$ cat src/rtl/lamp_button_driver.sv
// Lamp button driver: presses one of five toggle buttons until the
// selected lamp reaches the commanded state, or reports an error.
//
// Ports:
//   clk, reset        clock, async active-high reset
//   cmd_valid/ready   command handshake (ready only in IDLE)
//   cmd_idx, cmd_on   target lamp 0..4 and required final state
//   lamp              current lamp states from the toggle block
//   button            registered one-hot press pulses
//   busy              high when not IDLE
//   done, err         one-cycle result pulses in the first GAP cycle
module lamp_button_driver #(
  parameter int PRESS_CYCLES = 1,
  parameter int TIMEOUT      = 8,
  parameter int GAP_CYCLES   = 1
) (
  input  logic       clk,
  input  logic       reset,
  input  logic       cmd_valid,
  output logic       cmd_ready,
  input  logic [2:0] cmd_idx,
  input  logic       cmd_on,
  input  logic [4:0] lamp,
  output logic [4:0] button,
  output logic       busy,
  output logic       done,
  output logic       err
);

  typedef enum logic [2:0] {
    IDLE,
    CHECK,
    PRESS,
    WAIT_ACK,
    GAP
  } state_t;

  state_t     state_q, state_d;
  logic [2:0] idx_q, idx_d;
  logic       on_q, on_d;
  logic [3:0] cnt_q, cnt_d;
  logic [7:0] tmr_q, tmr_d;
  logic [4:0] button_q, button_d;
  logic       done_q, done_d;
  logic       err_q, err_d;
  // Holds cmd_ready low until the first edge after reset release.
  logic       live_q;

  logic [7:0] lamp_ext;
  logic [7:0] sel_oh;
  logic       hit;

  // Zero-extended so illegal indices read a defined bit.
  assign lamp_ext = {3'b000, lamp};
  assign sel_oh   = 8'd1 << idx_q;
  assign hit      = (lamp_ext[idx_q] == on_q);

  assign cmd_ready = (state_q == IDLE) && live_q;
  assign busy      = (state_q != IDLE);
  assign button    = button_q;
  assign done      = done_q;
  assign err       = err_q;

  always_comb begin
    state_d  = state_q;
    idx_d    = idx_q;
    on_d     = on_q;
    cnt_d    = cnt_q;
    tmr_d    = tmr_q;
    button_d = '0;
    done_d   = 1'b0;
    err_d    = 1'b0;
    unique case (state_q)
      IDLE: begin
        if (cmd_valid && cmd_ready) begin
          idx_d   = cmd_idx;
          on_d    = cmd_on;
          state_d = CHECK;
        end
      end
      CHECK: begin
        cnt_d = '0;
        if (idx_q > 3'd4) begin
          err_d   = 1'b1;
          state_d = GAP;
        end else if (hit) begin
          done_d  = 1'b1;
          state_d = GAP;
        end else begin
          button_d = sel_oh[4:0];
          state_d  = PRESS;
        end
      end
      PRESS: begin
        if (cnt_q == 4'(PRESS_CYCLES - 1)) begin
          tmr_d   = '0;
          state_d = WAIT_ACK;
        end else begin
          cnt_d    = cnt_q + 4'd1;
          button_d = sel_oh[4:0];
        end
      end
      WAIT_ACK: begin
        // A match wins over a coincident timeout.
        if (hit) begin
          cnt_d   = '0;
          done_d  = 1'b1;
          state_d = GAP;
        end else if (tmr_q == 8'(TIMEOUT - 1)) begin
          cnt_d   = '0;
          err_d   = 1'b1;
          state_d = GAP;
        end else begin
          tmr_d = tmr_q + 8'd1;
        end
      end
      GAP: begin
        if (cnt_q == 4'(GAP_CYCLES - 1)) begin
          cnt_d   = '0;
          state_d = IDLE;
        end else begin
          cnt_d = cnt_q + 4'd1;
        end
      end
      default: state_d = IDLE;
    endcase
  end

  always_ff @(posedge clk or posedge reset) begin
    if (reset) begin
      state_q  <= IDLE;
      idx_q    <= '0;
      on_q     <= 1'b0;
      cnt_q    <= '0;
      tmr_q    <= '0;
      button_q <= '0;
      done_q   <= 1'b0;
      err_q    <= 1'b0;
      live_q   <= 1'b0;
    end else begin
      state_q  <= state_d;
      idx_q    <= idx_d;
      on_q     <= on_d;
      cnt_q    <= cnt_d;
      tmr_q    <= tmr_d;
      button_q <= button_d;
      done_q   <= done_d;
      err_q    <= err_d;
      live_q   <= 1'b1;
    end
  end

endmodule
$ cat config.mk
export PLATFORM = sky130hd
export DESIGN_NAME = lamp_button_driver
export DESIGN_NICKNAME = d
export VERILOG_FILES = /design/src/rtl/lamp_button_driver.sv
export SDC_FILE = /design/constraint.sdc
export NUM_CORES = 1
export LEC_CHECK = 0
export BUFFER_PORTS_ARGS = -buffer_cell sky130_fd_sc_hd__buf_2
export CORE_MARGIN = 3
export CORE_UTILIZATION = 51
export DETAILED_ROUTE_END_ITERATION = 10
export PLACE_DENSITY = 0.82
export SYNTH_ARGS = -nofsm -noshare
export SYNTH_HDL_FRONTEND = slang
export SYNTH_SLANG_ARGS = --single-unit
$ cat constraint.sdc
create_clock -name clk -period 2.57 [get_ports clk]
set_input_delay 0.514 -clock clk [delete_from_list [all_inputs] [get_ports clk]]
set_output_delay 0.514 -clock clk [all_outputs]
set_load 0.005 [all_outputs]
# Word level (Yosys, flattened, before mapping)
# Index checks and enable logic that the tools add are counted.
[totals] ff_bits=27 in_bits=12 output_inout_bits=9 word_cells=68
[classes] add_sub_neg=2 order_cmp=2 eq_ne=13 shifts=1 n_mux=30 n_reduce_logical=11
[ops] operator="$mux W8" n=3
[ops] operator="$mux W3" n=7
[ops] operator="$mux W4" n=4
[ops] operator="$pmux W4 S4" n=1
[ops] operator="$pmux W8 S2" n=1
[ops] operator="$mux W5" n=3
[ops] operator="$pmux W3 S5" n=1
[ops] operator="$ne A2 B2 Y1 const B" n=5
[ops] operator="$pmux W5 S2" n=1
[ops] operator="$add A8 B1 Y8 const B" n=1
[ops] operator="$eq A8 B3 Y1 const B" n=1
[ops] operator="$reduce_and A4 Y1" n=2
[ops] operator="$eq A3 B2 Y1 const B" n=2
[ops] operator="$mux W1" n=6
[ops] operator="$shl A1 B3 Y5 const A" n=1
[ops] operator="$add A4 B1 Y4 const B" n=1
[ops] operator="$logic_not A4 Y1" n=1
[ops] operator="$lt A3 B4 Y1 const B" n=1
[ops] operator="$pmux W1 S2" n=2
[ops] operator="$reduce_bool A4 Y1" n=1
[ops] operator="$bmux W1 S3" n=1
[ops] operator="$eq A3 B1 Y1 const B" n=1
[ops] operator="$eq A3 B3 Y1 const B" n=1
[ops] operator="$gt A3 B3 Y1 const B" n=1
[ops] operator="9 further kinds" n=10

# Logic depth before layout (Yosys ltp)
# Gate-level depths: netlist (run 1).
[depth] word_depth=6 mapped_depth=8 mapped_depth_nobuf=7

# Least setup slack after synthesis (run 1)
# Ideal clock, no wire load.
[synth_timing] kind="input to register" startpoint="input port lamp[0]" endpoint="register tmr_q[4]" setup_ns=0.078 t_arrival_ns=2.394 t_required_ns=2.492 path_slack_ns=0.098 stages=6 path_buffers=1 path_cell_list="mux2_4 a222oi_1 xor2_1 buf_4 or4_1 a21oi_1"
[synth_between] elab_chain_len=5
[synth_rtl] element="from (decl)" line="23" rtl="input logic [4:0] lamp,"
[synth_rtl] element="$bmux W1 S3" line="56" rtl="assign hit = (lamp_ext[idx_q] == on_q);"
[synth_rtl] element="$mux W1 (not written as such)" line="56"
[synth_rtl] element="$eq A1 B1 Y1" line="56"
[synth_rtl] element="$ne A2 B2 Y1 (no source line)"
[synth_rtl] element="$reduce_and A4 Y1 (no source line)"
[synth_rtl] element="to (signal assigned)" line="145" rtl="tmr_q <= tmr_d;"
[synth_rtl] element="to (decl)" line="42" rtl="logic [7:0] tmr_q, tmr_d;"
# Every way passes these cells. The select of a mux whose other input is x is not followed.
# A chain may end at the register's enable or synchronous reset.

# Worst setup path after layout (run 1)
[layout_timing] startpoint="register idx_q[1]" endpoint="register tmr_q[4]"
[layout_between] elab_chain_len=5
[layout_rtl] element="from (decl)" line="39" rtl="logic [2:0] idx_q, idx_d;"
[layout_rtl] element="from (signal assigned)" line="142" rtl="idx_q <= idx_d;"
[layout_rtl] element="$bmux W1 S3" line="56"
[layout_rtl] element="$mux W1 (not written as such)" line="56"
[layout_rtl] element="$eq A1 B1 Y1" line="56"
[layout_rtl] element="$ne A2 B2 Y1 (no source line)"
[layout_rtl] element="$reduce_and A4 Y1 (no source line)"
# Every way passes these cells. The select of a mux whose other input is x is not followed.

==> results of run 1 <==
==> metal layers <==
metal / share of wire (%) / global-route usage [%] / up-vias
met5: 0 / 0 / -
met4: 0.90 / 6.08 / 0
met3: 3.5 / 2.34 / 4
met2: 50 / 31.7 / 36
met1: 45 / 26.1 / 706
li1: - / - / 679
==> how the worst min path moves through the flow <==
stage,cells after the start,to
2_1_floorplan,2,tmr_q[6]
3_3_place_gp,2,tmr_q[6]
3_5_place_dp,2,tmr_q[6]
4_1_cts,3,tmr_q[7]
5_1_grt,3,tmr_q[7]
6_report,3,tmr_q[7]
==> synth_stat cells, types with 2 or more instances <==
| cell type | count | area [µm²] |
|---|---|---|
| sky130_fd_sc_hd__a211o_1 | 2 | 17.5 |
| sky130_fd_sc_hd__a211oi_1 | 4 | 30.0 |
| sky130_fd_sc_hd__a21o_1 | 4 | 30.0 |
| sky130_fd_sc_hd__a21oi_1 | 9 | 45.0 |
| sky130_fd_sc_hd__a22oi_1 | 2 | 15.0 |
| sky130_fd_sc_hd__a31oi_1 | 2 | 12.5 |
| sky130_fd_sc_hd__clkbuf_1 | 7 | 26.3 |
| sky130_fd_sc_hd__dfrtp_1 | 27 | 676 |
| sky130_fd_sc_hd__ha_1 | 3 | 37.5 |
| sky130_fd_sc_hd__inv_1 | 5 | 18.8 |
| sky130_fd_sc_hd__mux2_2 | 5 | 56.3 |
| sky130_fd_sc_hd__mux2i_1 | 2 | 20.0 |
| sky130_fd_sc_hd__nand2_1 | 13 | 48.8 |
| sky130_fd_sc_hd__nand2b_1 | 6 | 37.5 |
| sky130_fd_sc_hd__nand3_1 | 12 | 60.1 |
| sky130_fd_sc_hd__nand4_1 | 2 | 12.5 |
| sky130_fd_sc_hd__nor2_1 | 12 | 45.0 |
| sky130_fd_sc_hd__nor2b_1 | 3 | 18.8 |
| sky130_fd_sc_hd__nor3_1 | 4 | 20.0 |
| sky130_fd_sc_hd__nor3b_1 | 3 | 22.5 |
| sky130_fd_sc_hd__nor4_1 | 3 | 18.8 |
| sky130_fd_sc_hd__o211ai_1 | 2 | 15.0 |
| sky130_fd_sc_hd__o21ai_0 | 4 | 20.0 |
| sky130_fd_sc_hd__o31ai_1 | 5 | 37.5 |
| sky130_fd_sc_hd__or3_1 | 3 | 18.8 |
| sky130_fd_sc_hd__or4_1 | 6 | 45.0 |
==> worst max-delay path, cell delays in order, from the launching register on <==
cell	delay, ns
sky130_fd_sc_hd__dfrtp_1	0.54
sky130_fd_sc_hd__mux2_4	0.34
sky130_fd_sc_hd__a222oi_1	0.49
sky130_fd_sc_hd__xor2_1	0.13
sky130_fd_sc_hd__buf_4	0.20
sky130_fd_sc_hd__or4_1	0.51
sky130_fd_sc_hd__a21oi_1	0.16
==> per-stage QoR <==
step | power [mW] | utilization (%) | hold WS (ns)
floorplan | 1.20 | - | 0.509
global placement | 1.37 | 61.3 | 0.536
detailed placement | 1.41 | 61.3 | 0.547
CTS | 1.60 | 62.4 | 0.217
global route | 1.73 | 62.4 | 0.233
finish | 1.61 | 62.4 | 0.205
==> layout make-up <==
cell class	instances	area share (%)
timing repair buffer	28	8.93
clock inverter	1	0.418
multi-input combinational	130	47.8
inverter	5	1.05
clock buffer	3	1.26
sequential	27	37.7
tap	42	2.93
==> report_power, final <==
part / internal, mW / total (mW) / switching, mW
clock network: 0.0596 / 0.195 / 0.136
logic: 0.335 / 0.772 / 0.436
registers: 0.507 / 0.645 / 0.137
total: 0.902 / 1.61 / 0.709
==> registers in the layout (all words and copies together), names as in the netlist <==
register and count:
button 5, err 1, on_q 1, done 1, live_q 1, state_q 3, idx_q 3, tmr_q 8
cnt_q 4
==> cell families after synthesis <==
family	Yosys count	share of synthesized area [%]
XOR/XNOR	2	1.09
AND/OR/NAND/NOR	73	25.1
flip-flops	27	42.1
multiplexers	8	5.69
buffers and inverters	16	4.52
AO/OA/AOI/OAI	43	18.9
other	1	0.234
adder cells (fa/ha/maj)	3	2.34
==> parameters.txt, run 1 <==
Parameter                              Value

Clocking
  Number of gates given a new drive strength after cts    0
  TritonCTS buffer count    3
  Buffers inserted during post-CTS setup optimization    0
  Root buf cell    sky130_fd_sc_hd__clkbuf_4
  Max Root-Sink Buffers    2
  Worst-skew pair later-pin latency    0.33 ns
  Worst-path clk slew    0.16 ns
  CTS tree    built
  Max H-tree Level    1
  Number of clock sinks seen by CTS    27
  CTS Hold Buffers Added    0

Timing
  Unrepaired setup endpoints after global routing    false
  Peak Freq    411 MHz
  Crit path time final    2.43 ns
  Total Neg Setup Slack    0 ns
  Worst setup skew after layout    0.00363 ns
  Least setup slack across all paths after layout    0.136 ns
  Number of hold violations in the final report    0
  Share of the clock period used by the worst path    94.7%
  Slew at the pin with the worst max-slew slack    0.637 ns
  Total count of max-transition violations in the final report    0
  Slew margin rel.    57.2%
  Final setup viols    0

Drt
  Number of violations reported at the end of detailed-routing iteration 0    78
  Final antenna-violating net count    0
  Routed vias/inst    6.04
  Routed WL per cell    14.6 µm
  Number of vias in the routed layout    1425
  Detailed-router iteration count before antenna repair    4
  Final routed DRC violation total    0
  Detailed Route WL    3450 µm

Setup path
  Worst setup path class    flop to flop
  Critical path origin    idx_q[1]
  Worst flop-to-flop path startpoint    idx_q[1]
  Worst flop-to-flop path endpoint    tmr_q[4]
  Element type at the critical path start    flop
  Crit path arrival time    2.70 ns
  Worst setup EP type    flop
  Register-to-register path setup slack    0.14 ns
  Required time of the worst setup path    2.84 ns
  Capture point of the worst path    tmr_q[4]
  R2r worst-path depth    6
  CP max FO    12

Floorplanning
  Initial Utilization    55.8%
  Die Wd    62.1 µm
  Row cnt    19
  I/O pin count    21
  Core Box Area    2880 µm²
  Vertical die dimension    62.1 µm
  Total die area    3860 µm²

GRT
  Global routing usage summed across all routing layers    19.1%
  Via count of the first global-routing pass    1370
  Total global routing overflow    0
  Global-route wire length before repair    6150 µm
  Number of antenna violations at the first check in global routing    0
  Largest net degree at the start of global routing    28

Synth
  Share of synthesized registers carrying an async set or reset    100%
  Flops & latches, synth    27
  Cell area after synthesis    1610 µm²
  Proportion of synthesized chip area in sequential cells    42.1%
  Number of warnings reported in the yosys synthesis log    0
  Number of enable flip-flop cells after synthesis    0
  Library cells used by synthesis    49
  Mean area per synthesized cell    9.28 µm²
  Syn Nets    188
  Cell count after synthesis    173
  Synth Flop Type    sky130_fd_sc_hd__dfrtp_1

Job
  Total of max-cap violations    0

Cells and area
  Most frequent cells in the layout    27 x sky130_fd_sc_hd__dfrtp_1, 20 x sky130_fd_sc_hd__buf_2, 13 x sky130_fd_sc_hd__nand2_1
  Post-route cell area    1790 µm²
  Number of standard cells in the final layout excluding fillers    236
  Ratio of cells with drive above 1 in the final layout    22.7%
  Flip-flop and latch area    676 µm²
  Most common library cell in the layout ignoring fill and taps    sky130_fd_sc_hd__dfrtp_1
  Synth-to-layout area growth    11.8%
  Antenna fix cells    0
  Net count, final    210
  Layout filler cell count    254
  Combined area of the multi-input logic cells    857 µm²

Place
  Cell area after placement    1760 µm²
  Final GP Congestion    0.848
  Pre-CTS setup slack    0.157 ns
  DPL Wire Length    2540 µm
  Cell Count Post-Placement    232
  Port buffer count    20

Min path
  Kind of path behind the tightest hold check    input pin to async pin

Pwr
  Leakage Power    0.823 nW
  Worst VDD drop    0.644 mV
  Power density over cell area    898 nW/µm²

Outcome
  Status    finished, final reports clean
Power figures use the tool's default switching activity.
==> run 2, diff against run 1 <==
--- a/config.mk
+++ b/config.mk
@@ -8,6 +8,7 @@
 export BUFFER_PORTS_ARGS = -buffer_cell sky130_fd_sc_hd__buf_2
 export CORE_MARGIN = 3
 export CORE_UTILIZATION = 51
+export CTS_BUF_LIST = sky130_fd_sc_hd__clkbuf_16
 export DETAILED_ROUTE_END_ITERATION = 10
 export PLACE_DENSITY = 0.82
 export SYNTH_ARGS = -nofsm -noshare
==> run 2 against run 1 <==
Net effect: worst hold slack improved by 0.092 ns; sequential cell count unchanged; die area stayed put; power up 10%; non-clock buffer count unchanged; sequential share of layout area is 1.1 points lower; largest power group unchanged.
==> parameters.txt, run 2 (synthesized netlist as in run 1, its figures left out) <==
Parameter                              Value

Outcome
  Status    finished, final reports clean

Pwr
  Leakage Power    0.846 nW (+2.8%)
  Worst VDD drop    0.677 mV (+5.0%)
  Power density over cell area    963 nW/µm² (+7.2%)
  Total power of the final layout    1.78 mW (+10%)

Clocking
  Buffers inserted during post-CTS setup optimization    0 (unchanged)
  Root buf cell    sky130_fd_sc_hd__clkbuf_16
  CTS Hold Buffers Added    0 (unchanged)
  Max H-tree Level    1 (unchanged)
  Worst-skew pair later-pin latency    0.26 ns (-0.07 ns)
  Max Root-Sink Buffers    2 (unchanged)
  TritonCTS buffer count    3 (unchanged)
  Number of gates given a new drive strength after cts    0 (unchanged)
  Number of clock sinks seen by CTS    27 (unchanged)
  CTS tree    built
  Worst-path clk slew    0.07 ns (-0.09 ns)

Cells and area
  Net count, final    210 (unchanged)
  Antenna fix cells    0 (unchanged)
  Ratio of cells with drive above 1 in the final layout    22.7% (unchanged)
  Synth-to-layout area growth    15.0%
  Fraction of the core area covered by cells at the end of the flow    64.2% (+1.8 points)
  Reg with most FFs    tmr_q
  Largest register FFs    8 (unchanged)
  Most frequent cells in the layout    27 x sky130_fd_sc_hd__dfrtp_1, 20 x sky130_fd_sc_hd__buf_2, 13 x sky130_fd_sc_hd__nand2_1
  Most common library cell in the layout ignoring fill and taps    sky130_fd_sc_hd__dfrtp_1
  Layout filler cell count    246 (-3.1%)

GRT
  Largest net degree at the start of global routing    28 (unchanged)
  Number of antenna violations at the first check in global routing    0 (unchanged)
  Via count of the first global-routing pass    1378 (+0.58%)
  Global-route wire length before repair    6200 µm (+0.91%)
  Total global routing overflow    0 (unchanged)
  Global routing usage summed across all routing layers    19.5% (+0.46 points)

Drt
  Final routed DRC violation total    0 (unchanged)
  Routed WL per cell    14.8 µm (+1.2%)
  Detailed-router iteration count before antenna repair    5 (+1)
  Number of vias in the routed layout    1432 (+0.49%)
  Routed vias/inst    6.07 (+0.49%)
  Detailed Route WL    3490 µm (+1.2%)
  Final antenna-violating net count    0 (unchanged)
  Number of violations reported at the end of detailed-routing iteration 0    78 (unchanged)

Setup path
  CP max FO    12 (unchanged)
  Cells traversed along the worst timing path    mux2_4, a222oi_1, xor2_1, buf_4, or4_1, a21oi_1
  Element type at the critical path start    flop
  Max stage delay on crit path    0.51 ns (-0.03 ns)
  Worst setup path class    flop to flop
  Crit path arrival time    2.61 ns (-0.09 ns)
  Required time of the worst setup path    2.76 ns (-0.08 ns)
  Worst setup EP type    flop
  Slowest cell on crit path    sky130_fd_sc_hd__dfrtp_1

Min path
  Kind of path behind the tightest hold check    input pin to async pin

Timing
  Worst setup skew after layout    0.00441 ns (+0.000773 ns)
  Crit path time final    2.42 ns (-0.00976 ns)
  Number of hold violations in the final report    0 (unchanged)
  Total count of max-transition violations in the final report    0 (unchanged)
  Slew at the pin with the worst max-slew slack    0.639 ns (+0.00179 ns)
  Share of the clock period used by the worst path    94.3% (-0.38 points)
  Unrepaired setup endpoints after global routing    false
  Slew margin rel.    57.1% (-0.12 points)
  Total Neg Setup Slack    0 ns (unchanged)
  Final setup viols    0 (unchanged)
  Peak Freq    413 MHz (+0.40%)

Place
  Final GP Congestion    0.848 (unchanged)
  DPL Wire Length    2540 µm (unchanged)
  Port buffer count    20 (unchanged)

Job
  Total of max-cap violations    0 (unchanged)

Floorplanning
  Total die area    3860 µm² (unchanged)
  Initial Utilization    55.8% (unchanged)
  Vertical die dimension    62.1 µm (unchanged)
  Die Wd    62.1 µm (unchanged)
  Row cnt    19 (unchanged)
  I/O pin count    21 (unchanged)
  Core Box Area    2880 µm² (unchanged)
## run 2: cell counts in the layout (fill, tap and decap cells not counted)
Identical to the previous run, type by type.
## run 2: power breakdown
group | leakage, nW | total (mW) | internal [mW] | switching (mW)
combinational | 0.447 | 0.771 | 0.335 | 0.435
sequential | 0.362 | 0.647 | 0.508 | 0.138
clock | 0.0371 | 0.362 | 0.212 | 0.150
## run 2: final timing paths
path	start	endpoint	cells past startpoint	slack, ns
max	idx_q[1]	tmr_q[4]	6	0.15
min	reset	err	3	0.30
max reg2reg	idx_q[1]	tmr_q[4]	6	0.15
min reg2reg	tmr_q[6]	tmr_q[6]	2	0.55
max in group asynchronous	reset	state_q[2]	3	2.01
min in group clk	cmd_idx[0]	idx_q[0]	2	0.48
## run 2: layout make-up
| class | instances | area [µm²] | area share (%) |
|---|---|---|---|
| repair buffers | 28 | 160 | 8.67 |
| well taps | 42 | 52.6 | 2.85 |
| flip-flops and latches | 27 | 676 | 36.6 |
| inverters | 5 | 18.8 | 1.02 |
| clock buffers | 3 | 75.1 | 4.07 |
| clock inverters | 1 | 7.51 | 0.407 |
| multi-input cells | 130 | 857 | 46.4 |
## run 2: critical path, delay by kind of cell (launching register included)
family          cells  cell delay [ns]
compound gates      2             0.66
xor+xnor            1             0.13
buf+inv             1             0.20
flops               1             0.51
mux                 1             0.34
simple gates        1             0.51
## run 2: stage by stage
| step | setup slack, ns | area, µm² | hold slack, ns | cells |
|---|---|---|---|---|
| final | 0.146 | 1850 | 0.297 | 236 |
| after floorplan | 0.0984 | 1610 | 0.509 | 173 |
| after detailed placement | 0.157 | 1760 | 0.547 | 232 |
| after global placement | 0.229 | 1760 | 0.536 | 232 |
| after CTS | 0.155 | 1850 | 0.310 | 236 |
| after global routing | 0.0392 | 1850 | 0.343 | 236 |
## run 2: per-layer routing
layer	track usage [%]	share of wire, %	vias to the layer above
met5	0	0	-
li1	-	-	681
met4	8.56	1.3	0
met1	26.1	43	698
met3	2.34	4.9	5
met2	32.1	51	48
